File: src/rtl/regfile_pkg.sv
// Shared register-file constants: default geometry, the "no register" address and special registers.
// Also defines the per-register action type used by the pending-write scoreboard.
package regfile_pkg;

  localparam int DEF_DATA_W = 16;
  localparam int DEF_ADDR_W = 4;
  localparam int DEF_NREG   = 16;
  localparam int DEF_NRD    = 2;

  // Decode also uses this address to mean "no source / no destination".
  localparam int ZERO_REG   = 15;

  localparam int SP = 8;
  localparam int T  = 9;
  localparam int IH = 10;

  typedef enum logic [1:0] {
    PEND_HOLD,
    PEND_SET,
    PEND_CLEAR,
    PEND_DROP
  } pend_act_e;

endpackage

File: src/rtl/regfile_sb_if.sv
// Decode-side bundle for regfile_sb: read ports, writeback, issue reservation, flush and pending count.
// master = decode/writeback driver, slave = register file.
interface regfile_sb_if #(
  parameter int DATA_W = regfile_pkg::DEF_DATA_W,
  parameter int ADDR_W = regfile_pkg::DEF_ADDR_W,
  parameter int NREG   = regfile_pkg::DEF_NREG,
  parameter int NRD    = regfile_pkg::DEF_NRD
);
  localparam int CNT_W = $clog2(NREG + 1);

  logic [NRD*ADDR_W-1:0] rd_addr;
  logic [NRD*DATA_W-1:0] rd_data;
  logic [NRD-1:0]        rd_busy;

  logic                  wb_en;
  logic [ADDR_W-1:0]     wb_addr;
  logic [DATA_W-1:0]     wb_data;

  logic                  iss_valid;
  logic [ADDR_W-1:0]     iss_addr;
  logic                  iss_ready;

  logic                  flush;
  logic [CNT_W-1:0]      pend_cnt;

  modport master (
    output rd_addr, wb_en, wb_addr, wb_data, iss_valid, iss_addr, flush,
    input  rd_data, rd_busy, iss_ready, pend_cnt
  );

  modport slave (
    input  rd_addr, wb_en, wb_addr, wb_data, iss_valid, iss_addr, flush,
    output rd_data, rd_busy, iss_ready, pend_cnt
  );

endinterface

File: src/rtl/regfile_sb_scoreboard.sv
// Pending-write scoreboard: one bit per register, set on accepted issue, cleared by writeback, dropped by flush.
// iss_ready is combinational (no dependence on iss_valid); pend/pend_cnt update one edge after the request.
module pending_scoreboard
  import regfile_pkg::*;
#(
  parameter int ADDR_W   = DEF_ADDR_W,
  parameter int NREG     = DEF_NREG,
  parameter int ZERO_REG = regfile_pkg::ZERO_REG,
  parameter int CNT_W    = $clog2(NREG + 1)
) (
  input  logic              clk,
  input  logic              rst,
  input  logic              wb_en,
  input  logic [ADDR_W-1:0] wb_addr,
  input  logic              iss_valid,
  input  logic [ADDR_W-1:0] iss_addr,
  input  logic              flush,
  output logic [NREG-1:0]   pend,
  output logic              iss_ready,
  output logic [CNT_W-1:0]  pend_cnt
);

  logic [NREG-1:0]  pend_q, pend_d;
  logic [CNT_W-1:0] cnt_q, cnt_d;
  logic             wb_fire;
  logic             iss_fire;
  logic             wb_hit_iss;
  pend_act_e        act;

  function automatic logic addr_ok(input logic [ADDR_W-1:0] a);
    return (32'(a) != ZERO_REG) && (32'(a) < NREG);
  endfunction

  assign wb_fire    = wb_en && addr_ok(wb_addr);
  // A write retiring this cycle frees its register for an immediate re-reservation.
  assign wb_hit_iss = wb_en && (wb_addr == iss_addr);
  assign iss_ready  = !addr_ok(iss_addr) || !pend_q[iss_addr] || wb_hit_iss;
  assign iss_fire   = iss_valid && iss_ready && addr_ok(iss_addr);

  always_comb begin
    pend_d = pend_q;
    cnt_d  = '0;
    act    = PEND_HOLD;
    for (int i = 0; i < NREG; i++) begin
      act = PEND_HOLD;
      if (flush) begin
        act = PEND_DROP;
      end else if (iss_fire && (32'(iss_addr) == i)) begin
        act = PEND_SET;
      end else if (wb_fire && (32'(wb_addr) == i)) begin
        act = PEND_CLEAR;
      end
      case (act)
        PEND_SET:              pend_d[i] = 1'b1;
        PEND_CLEAR, PEND_DROP: pend_d[i] = 1'b0;
        default:               pend_d[i] = pend_q[i];
      endcase
      cnt_d = cnt_d + CNT_W'(pend_d[i]);
    end
  end

  always_ff @(posedge clk) begin
    if (rst) begin
      pend_q <= '0;
      cnt_q  <= '0;
    end else begin
      pend_q <= pend_d;
      cnt_q  <= cnt_d;
    end
  end

  assign pend     = pend_q;
  assign pend_cnt = cnt_q;

endmodule

File: src/rtl/regfile_sb.sv
// General register file with same-cycle writeback bypass and a pending-write scoreboard for decode hazards.
// Reads 0-cycle combinational, writes land 1 edge later; decode stalls itself via rd_busy / iss_ready.
module regfile_sb
  import regfile_pkg::*;
#(
  parameter int DATA_W   = DEF_DATA_W,
  parameter int ADDR_W   = DEF_ADDR_W,
  parameter int NREG     = DEF_NREG,
  parameter int NRD      = DEF_NRD,
  parameter int ZERO_REG = regfile_pkg::ZERO_REG
) (
  input  logic       clk,
  input  logic       rst,
  regfile_sb_if.slave bus
);

  localparam int CNT_W = $clog2(NREG + 1);

  logic [DATA_W-1:0]          mem_q [NREG];
  logic [DATA_W-1:0]          mem_d [NREG];
  logic [NREG-1:0]            pend;
  logic [NRD-1:0][ADDR_W-1:0] rd_addr;
  logic [NRD-1:0][DATA_W-1:0] rd_data;
  logic [NRD-1:0]             rd_busy;
  logic                       wb_fire;

  function automatic logic addr_ok(input logic [ADDR_W-1:0] a);
    return (32'(a) != ZERO_REG) && (32'(a) < NREG);
  endfunction

  assign rd_addr     = bus.rd_addr;
  assign bus.rd_data = rd_data;
  assign bus.rd_busy = rd_busy;
  assign wb_fire     = bus.wb_en && addr_ok(bus.wb_addr);

  pending_scoreboard #(
    .ADDR_W   (ADDR_W),
    .NREG     (NREG),
    .ZERO_REG (ZERO_REG),
    .CNT_W    (CNT_W)
  ) u_sb (
    .clk       (clk),
    .rst       (rst),
    .wb_en     (bus.wb_en),
    .wb_addr   (bus.wb_addr),
    .iss_valid (bus.iss_valid),
    .iss_addr  (bus.iss_addr),
    .flush     (bus.flush),
    .pend      (pend),
    .iss_ready (bus.iss_ready),
    .pend_cnt  (bus.pend_cnt)
  );

  always_comb begin
    for (int i = 0; i < NREG; i++) begin
      mem_d[i] = mem_q[i];
    end
    if (wb_fire) begin
      mem_d[bus.wb_addr] = bus.wb_data;
    end
  end

  always_ff @(posedge clk) begin
    if (rst) begin
      for (int i = 0; i < NREG; i++) begin
        mem_q[i] <= '0;
      end
    end else begin
      for (int i = 0; i < NREG; i++) begin
        mem_q[i] <= mem_d[i];
      end
    end
  end

  // A matching writeback is the newest value, so it also hides the stale pending bit.
  always_comb begin
    rd_data = '0;
    rd_busy = '0;
    for (int i = 0; i < NRD; i++) begin
      if (!addr_ok(rd_addr[i])) begin
        rd_data[i] = '0;
        rd_busy[i] = 1'b0;
      end else if (bus.wb_en && (bus.wb_addr == rd_addr[i])) begin
        rd_data[i] = bus.wb_data;
        rd_busy[i] = 1'b0;
      end else begin
        rd_data[i] = mem_q[rd_addr[i]];
        rd_busy[i] = pend[rd_addr[i]];
      end
    end
  end

endmodule

File: src/flat_wrapper.sv
// flat-port wrapper written by rule: the top's interface ports become plain ports
module regfile_sb_flat import regfile_pkg::*;
#(
  parameter int DATA_W   = DEF_DATA_W,
  parameter int ADDR_W   = DEF_ADDR_W,
  parameter int NREG     = DEF_NREG,
  parameter int NRD      = DEF_NRD,
  parameter int ZERO_REG = regfile_pkg::ZERO_REG
)
  (clk, rst, bus_rd_addr, bus_wb_en, bus_wb_addr, bus_wb_data, bus_iss_valid, bus_iss_addr, bus_flush, bus_rd_data, bus_rd_busy, bus_iss_ready, bus_pend_cnt);
  regfile_sb_if #(.DATA_W(DATA_W), .ADDR_W(ADDR_W), .NREG(NREG), .NRD(NRD)) bus_i ();
  input  logic clk;
  input  logic rst;
  input wire logic [$bits(bus_i.rd_addr)-1:0] bus_rd_addr;
  input wire logic [$bits(bus_i.wb_en)-1:0] bus_wb_en;
  input wire logic [$bits(bus_i.wb_addr)-1:0] bus_wb_addr;
  input wire logic [$bits(bus_i.wb_data)-1:0] bus_wb_data;
  input wire logic [$bits(bus_i.iss_valid)-1:0] bus_iss_valid;
  input wire logic [$bits(bus_i.iss_addr)-1:0] bus_iss_addr;
  input wire logic [$bits(bus_i.flush)-1:0] bus_flush;
  output wire logic [$bits(bus_i.rd_data)-1:0] bus_rd_data;
  output wire logic [$bits(bus_i.rd_busy)-1:0] bus_rd_busy;
  output wire logic [$bits(bus_i.iss_ready)-1:0] bus_iss_ready;
  output wire logic [$bits(bus_i.pend_cnt)-1:0] bus_pend_cnt;
  assign bus_i.rd_addr = bus_rd_addr;
  assign bus_i.wb_en = bus_wb_en;
  assign bus_i.wb_addr = bus_wb_addr;
  assign bus_i.wb_data = bus_wb_data;
  assign bus_i.iss_valid = bus_iss_valid;
  assign bus_i.iss_addr = bus_iss_addr;
  assign bus_i.flush = bus_flush;
  assign bus_rd_data = bus_i.rd_data;
  assign bus_rd_busy = bus_i.rd_busy;
  assign bus_iss_ready = bus_i.iss_ready;
  assign bus_pend_cnt = bus_i.pend_cnt;
  regfile_sb #(.DATA_W(DATA_W), .ADDR_W(ADDR_W), .NREG(NREG), .NRD(NRD), .ZERO_REG(ZERO_REG)) u_core (.clk(clk), .rst(rst), .bus(bus_i));
endmodule
File: config.mk
export PLATFORM = sky130hd
export DESIGN_NAME = regfile_sb_flat
export DESIGN_NICKNAME = d
export VERILOG_FILES = /design/src/rtl/regfile_pkg.sv /design/src/rtl/regfile_sb_if.sv /design/src/rtl/regfile_sb_scoreboard.sv /design/src/rtl/regfile_sb.sv /design/src/flat_wrapper.sv
export SDC_FILE = /design/constraint.sdc
export NUM_CORES = 1
export LEC_CHECK = 0
export CORE_ASPECT_RATIO = 1.75
export CORE_MARGIN = 5
export CORE_UTILIZATION = 58
export CTS_CLUSTER_DIAMETER = 50
export DETAILED_ROUTE_END_ITERATION = 12
export DONT_BUFFER_PORTS = 1
export GPL_TIMING_DRIVEN = 0
export PLACE_DENSITY = 0.76
export SETUP_SLACK_MARGIN = 0.02
export SYNTH_ARGS = -nofsm -noshare
export SYNTH_HDL_FRONTEND = slang
export SYNTH_SLANG_ARGS = --single-unit
File: constraint.sdc
create_clock -name clk -period 5.78 [get_ports clk]
set_input_delay 1.156 -clock clk [delete_from_list [all_inputs] [get_ports clk]]
set_output_delay 1.156 -clock clk [all_outputs]
set_load 0.1 [all_outputs]
==> results.toml, run 1 <==
[outcome]
status = "completed"

[worst_setup_path]
cp-end-kind = "flip-flop"
worst_setup_path_start_kind = "primary input"
critPathMaxFanout = 10
cp_top_family = "adder cells"
crit_arrival_ns = 6.08
crit_chain = "buf_2 > and3b_1 > clkbuf_1 > nand3_1 > a22oi_1 > or2_2 > fa_1 > fa_1 > fa_1 > inv_1 > fa_1 > ha_1 > inv_1 > fa_1 > inv_1 > a21oi_1 > nor3b_1"
required_ns = 6.24
slowest_stage = "a22oi_1"
worst_path_most_repeated_cell = "fa_1"
crit_buf_inv = 5
crit_path_max_incr_delay_ns = 0.62
crit_type = "primary input to flip-flop"

[synthesis]
async_flop_share = 0
yosys_register_bits = 277
synth_edf_count = 0
syn_area_mm2 = 0.01514
ys_top_cells_by_area = "dfxtp_1, mux4_2, nand2_1"
ys_seq_area_frac = 0.3664
synth_top_area_frac = 0.3664
ys_types = 46
synth.avg_cell_area_um2 = 9.031
synth_cells = 1676
yosysWarnings = 0
syn_nets = 1728
synth-main-ff-cell = "dfxtp_1"
yosysMostFrequentCell = "nand2_1"
synth_top_cell_by_area = "dfxtp_1"
yosys-top-cells-count = "nand2_1, a21oi_1, dfxtp_1, mux4_2, clkbuf_1"

[die]
floorplan.initialDensity = 0.5852
die_w_um = 132.1
die_area_mm2 = 0.02955
chipHeight_um = 223.7
core_mm2 = 0.02586
rows = 78
io_pins = 77

[placed_design]
post-place-cells = 1996
gp_congestion = 1.023
io_buffers = 0
hpwl_um = 40880

[clock_network]
post-cts-setup-buffers = 0
cts_tree = "yes"
cts_root_buffer = "clkbuf_16"
post_cts_resize_count = 0
clkTransAtPathRegs_ns = 0.06
cts_buffers = 27
cts_sinks = 277
ctsHoldBuffers = 0
cts_buffer_depth = 3
insertion_delay_ns = 0.56
htree_levels = 1

[timing]
finalCriticalPeriod_ns = 5.616
fmax_ghz = 0.1781
fin_crit_sh = 0.9716
skew_ns = 0.01414
setup_violations = 0
final_hold_viol_count = 0
tns_ns = 0
slew_headroom = 0.2190
rsz0062_at_grt = "no"
worstMarginPinSlew_ns = 1.163
maxSlewViolCount = 0

[detailed_routing]
via_per_inst = 6.959
wl_per_cell_um = 28.15
drc_errors = 0
postRouteAntennaNets = 0
num_vias = 14230
first_pass_iters = 6
wirelength_um = 57570
initialDrtViolationCount = 2249

[power]
p_total_w = 0.004526
p_leak_nw = 5.523
ir_drop_mv = 0.2077
p_per_area_mw_per_mm2 = 273.6

[finish]
multi_input_area_mm2 = 0.008792
nets = 1757
synthToLayoutAreaGrowth_pct = 9.300
seq_area_mm2 = 0.005545
drive_gt1_frac = 0.1542
antenna_cells = 0
fin_cells = 2045
fill_cells = 2118

[grt]
overflow = 0
grt_first_pass_wirelength_um = 84530
grt_usage = 0.3783
grt_pass1_vias = 14190
antenna_found_initial = 1
grt_max_degree = 16

[run]
timing.max_cap.violations = 0

[worst_hold_path]
min_path_type = "flip-flop to flip-flop"
per-stage QoR:
stage	worst slack (ns)	cell area (um2)	utilization	hold WS (ns)
final	0.1639	16540	0.6397	0.4676
after global routing	0.02640	16540	0.6397	0.4833
after CTS	0.2279	16520	0.6386	0.4670
after detailed placement	-0.3451	15540	0.6009	0.4577
after global placement	-0.2762	15540	0.6007	0.4480
after floorplan	0.2436	15140	-	0.4359
layout by cell type (no fill, tap or decap), drive strengths merged, types with 3 or more instances in the layout:
cell type,synthesis,routed
nor2,34,34
fa,10,10
a21oi,282,282
a211oi,32,32
nor2b,52,52
clkinv,0,6
a21o,5,5
buf,67,67
a22oi,8,8
nor3b,3,3
nand2,504,504
nand3,10,10
mux2i,33,33
xnor2,10,10
mux4,142,142
inv,13,13
nor3,15,15
or2,12,12
clkbuf,97,134
nand2b,5,5
a22o,32,32
o21ai,8,8
bufinv,0,5
dfxtp,277,277
a32oi,3,3
ha,5,5
final timing paths:
path	start	to	slack [ns]	cells after the start
worst min-delay path	u_core.mem_q[4][11]$_SDFFE_PP0P_	u_core.mem_q[4][11]$_SDFFE_PP0P_	0.47	2
worst max register to register	u_core.u_sb.pend[5]$_SDFF_PP0_	u_core.u_sb.pend_cnt[4]$_SDFF_PP0_	0.68	16
worst min register to register	u_core.mem_q[4][11]$_SDFFE_PP0P_	u_core.mem_q[4][11]$_SDFFE_PP0P_	0.47	2
worst max-delay path	bus_wb_addr[3]	u_core.u_sb.pend_cnt[4]$_SDFF_PP0_	0.16	17
worst reg2reg max path: cells and delay by family, from the launching register on:
family	cells	cell delay, ns
adder cells (fa/ha/maj)	6	2.69
AND/OR/NAND/NOR	2	0.55
flip-flops	1	0.35
buffers and inverters	3	0.19
multiplexers	2	0.70
AO/OA/AOI/OAI	3	0.53
routing by layer:
metal / vias up / share of wire / GRT usage
li1: 5944 / - / -
met1: 6798 / 0.31 / 0.4164
met2: 1112 / 0.46 / 0.6066
met3: 377 / 0.11 / 0.08652
met4: 0 / 0.11 / 0.3368
met5: - / 0 / 0
cells by family after synthesis:
kind of cell    Yosys count  synth area share
compound gates          373            0.1411
xor+xnor                 12          0.006944
fa+ha+maj                15           0.01736
buf+inv                 177           0.05481
flops                   277            0.3664
mux                     176            0.2353
simple gates            646            0.1781
flip-flops by register name (all words and copies together) (netlist names):
name                  flops
u_core.mem_q            256
u_core.u_sb.pend         16
u_core.u_sb.pend_cnt      5
where the power goes:
| part | total, W | switching, W | internal (W) |
|---|---|---|---|
| logic | 0.000595 | 0.000450 | 0.000146 |
| registers | 0.00196 | 0.0000250 | 0.00193 |
| clock network | 0.00197 | 0.000812 | 0.00116 |
layout make-up:
class                      instances  share of cell area
clock buffer                      37             0.04674
clock inverter                    12             0.01225
multi-input combinational       1222              0.5315
inverter                          13            0.002950
tap                              320             0.02420
buffer                           164             0.04719
sequential                       277              0.3352
Note: power is estimated with default switching activity, not from simulation.
==> run 2, diff against run 1 <==
--- a/config.mk
+++ b/config.mk
@@ -5,14 +5,16 @@
 export SDC_FILE = /design/constraint.sdc
 export NUM_CORES = 1
 export LEC_CHECK = 0
+export CELL_PAD_IN_SITES_DETAIL_PLACEMENT = 1
+export CELL_PAD_IN_SITES_GLOBAL_PLACEMENT = 1
 export CORE_ASPECT_RATIO = 1.75
 export CORE_MARGIN = 5
-export CORE_UTILIZATION = 58
+export CORE_UTILIZATION = 45
 export CTS_CLUSTER_DIAMETER = 50
 export DETAILED_ROUTE_END_ITERATION = 12
 export DONT_BUFFER_PORTS = 1
 export GPL_TIMING_DRIVEN = 0
-export PLACE_DENSITY = 0.76
+export PLACE_DENSITY_LB_ADDON = 0.1
 export SETUP_SLACK_MARGIN = 0.02
 export SYNTH_ARGS = -nofsm -noshare
 export SYNTH_HDL_FRONTEND = slang
==> run 2 against run 1 <==
Via count decreased by 4.1%; die area grew 27%; critical endpoint is now bus_rd_data[23]; combinational power rose by 0.8%; core utilization shrank 14 points; non-clock buffer count is the same; critical path depth fell by 10; wire length increased by 9.1%; sequential power about the same; critical path type is now primary input to output pin; maximum frequency is 3.4% higher; setup slack gained 0.18 ns; global-route usage shrank 4.8 points.
==> results.toml, run 2 (same netlist as run 1, synthesis figures left out) <==
[finish]
fill_cells = 3884
multi_input_area_mm2 = 0.008765
drive_gt1_frac = 0.1553
layout_common_cells = "nand2_1, a21oi_1, dfxtp_1"
layout_commonest_cell = "nand2_1"
largest_register = "u_core.mem_q"
largest_register_ffs = 256
synthToLayoutAreaGrowth_pct = 11.24
nets = 1761
seq_area_mm2 = 0.005545

[clock_network]
cts_tree = "yes"
htree_levels = 1
clkTransAtPathRegs_ns = 0.07
insertion_delay_ns = 0.59
ctsHoldBuffers = 0
post-cts-setup-buffers = 0
cts_buffers = 31
cts_buffer_depth = 3
post_cts_resize_count = 0
cts_root_buffer = "clkbuf_16"
cts_sinks = 277

[placed_design]
hpwl_um = 48540
gp_congestion = 0.9684
io_buffers = 0

[run]
timing.max_cap.violations = 0

[grt]
grt_max_degree = 15
overflow = 0
top_usage_layer = "met2"
globalRouteMet2Util = 0.5946
grt_first_pass_wirelength_um = 92320
grt_usage = 0.3304
grt_pass1_vias = 14250
antenna_found_initial = 1
grt_use_met3 = 0.04629
grt_util_met1 = 0.3683

[detailed_routing]
drc_errors = 0
postRouteAntennaNets = 0
first_pass_iters = 5
initialDrtViolationCount = 994
wl_per_cell_um = 28.70
wirelength_um = 62790
num_vias = 13650
via_per_inst = 6.238

[worst_setup_path]
required_ns = 4.62
crit_arrival_ns = 4.28
rr_startpoint = "u_core.u_sb.pend[7]$_SDFF_PP0_"
critPathLaunch = "bus_rd_addr[4]"
critPathMaxFanout = 10
cp-end-kind = "output pin"
worst_setup_path_start_kind = "primary input"
crit_type = "primary input to output pin"
worstRegToRegCells = 16

[timing]
fmax_ghz = 0.1840
slew_headroom = 0.1845
maxSlewViolCount = 0
timing.hold.ws_ns = 0.4677
finalCriticalPeriod_ns = 5.434
rsz0062_at_grt = "no"
skew_ns = 0.005738
worstMarginPinSlew_ns = 1.214
fin_crit_sh = 0.9401
setup_violations = 0
final_hold_viol_count = 0

[power]
ir_drop_mv = 0.2362
p_total_w = 0.004786
p_per_area_mw_per_mm2 = 284.3
p_leak_nw = 5.587

[die]
die_w_um = 148.6
die_area_mm2 = 0.03755
rows = 89
chipHeight_um = 252.6
io_pins = 77
core_mm2 = 0.03352
floorplan.initialDensity = 0.4516

[worst_hold_path]
min_path_type = "flip-flop to flip-flop"
hold_start = "u_core.mem_q[0][8]$_SDFFE_PP0P_"
hold_path_depth = 2

[outcome]
status = "completed"
## run 2: cell count changes in the layout (fill, tap and decap cells not counted), moves of 2 or more
cell and delta:
clkbuf_16 +4, a22oi_1 +3, a22oi_2 -3, bufinv_16 +2
clkbuf_8 -2, clkinv_4 +2
## run 2: final cells by class
| class | instances | area share |
|---|---|---|
| antenna | 1 | 0.0001486 |
| buffer | 164 | 0.04637 |
| clock buffer | 39 | 0.05023 |
| clock inverter | 17 | 0.01665 |
| inverter | 13 | 0.002898 |
| multi-input combinational | 1222 | 0.5205 |
| sequential | 277 | 0.3293 |
| tap | 455 | 0.03381 |
## run 2: worst paths after layout
check                                             to  slack, ns
setup / recovery                     bus_rd_data[23]       0.35
hold / removal       u_core.mem_q[0][8]$_SDFFE_PP0P_       0.47
setup reg to reg  u_core.u_sb.pend_cnt[4]$_SDFF_PP0_       0.79
hold reg to reg      u_core.mem_q[0][8]$_SDFFE_PP0P_       0.47
## run 2: through the flow
stage,cell area (um2),worst slack [ns],TNS [ns],std cells,util
floorplan,15140,0.2436,0,1676,-
global placement,15710,-0.1888,-0.3045,2131,0.4686
detailed placement,15710,-0.2328,-0.4688,2131,0.4687
CTS,16830,0.3206,0,2187,0.5023
global route,16830,0.05144,0,2187,0.5023
finish,16840,0.3461,0,2188,0.5023
## run 2: per-layer routing
layer | up-vias | wire length [um]
met5 | - | 0
met4 | 0 | 4584
met3 | 218 | 3726
met2 | 571 | 32340
met1 | 6899 | 22140
li1 | 5961 | -
## run 2: worst max-delay path, stage by stage
cell     delay [ns]
buf_6          0.16
buf_6          0.24
buf_4          0.31
nor3_1         0.10
a21oi_1        0.85
buf_2          0.48
a22o_1         0.93
## run 2: where the power goes
group / switching [W] / internal [W] / total (W)
registers: 0.0000253 / 0.00193 / 0.00196
logic: 0.000454 / 0.000145 / 0.000600
clock network: 0.000882 / 0.00135 / 0.00223
total: 0.00136 / 0.00342 / 0.00479
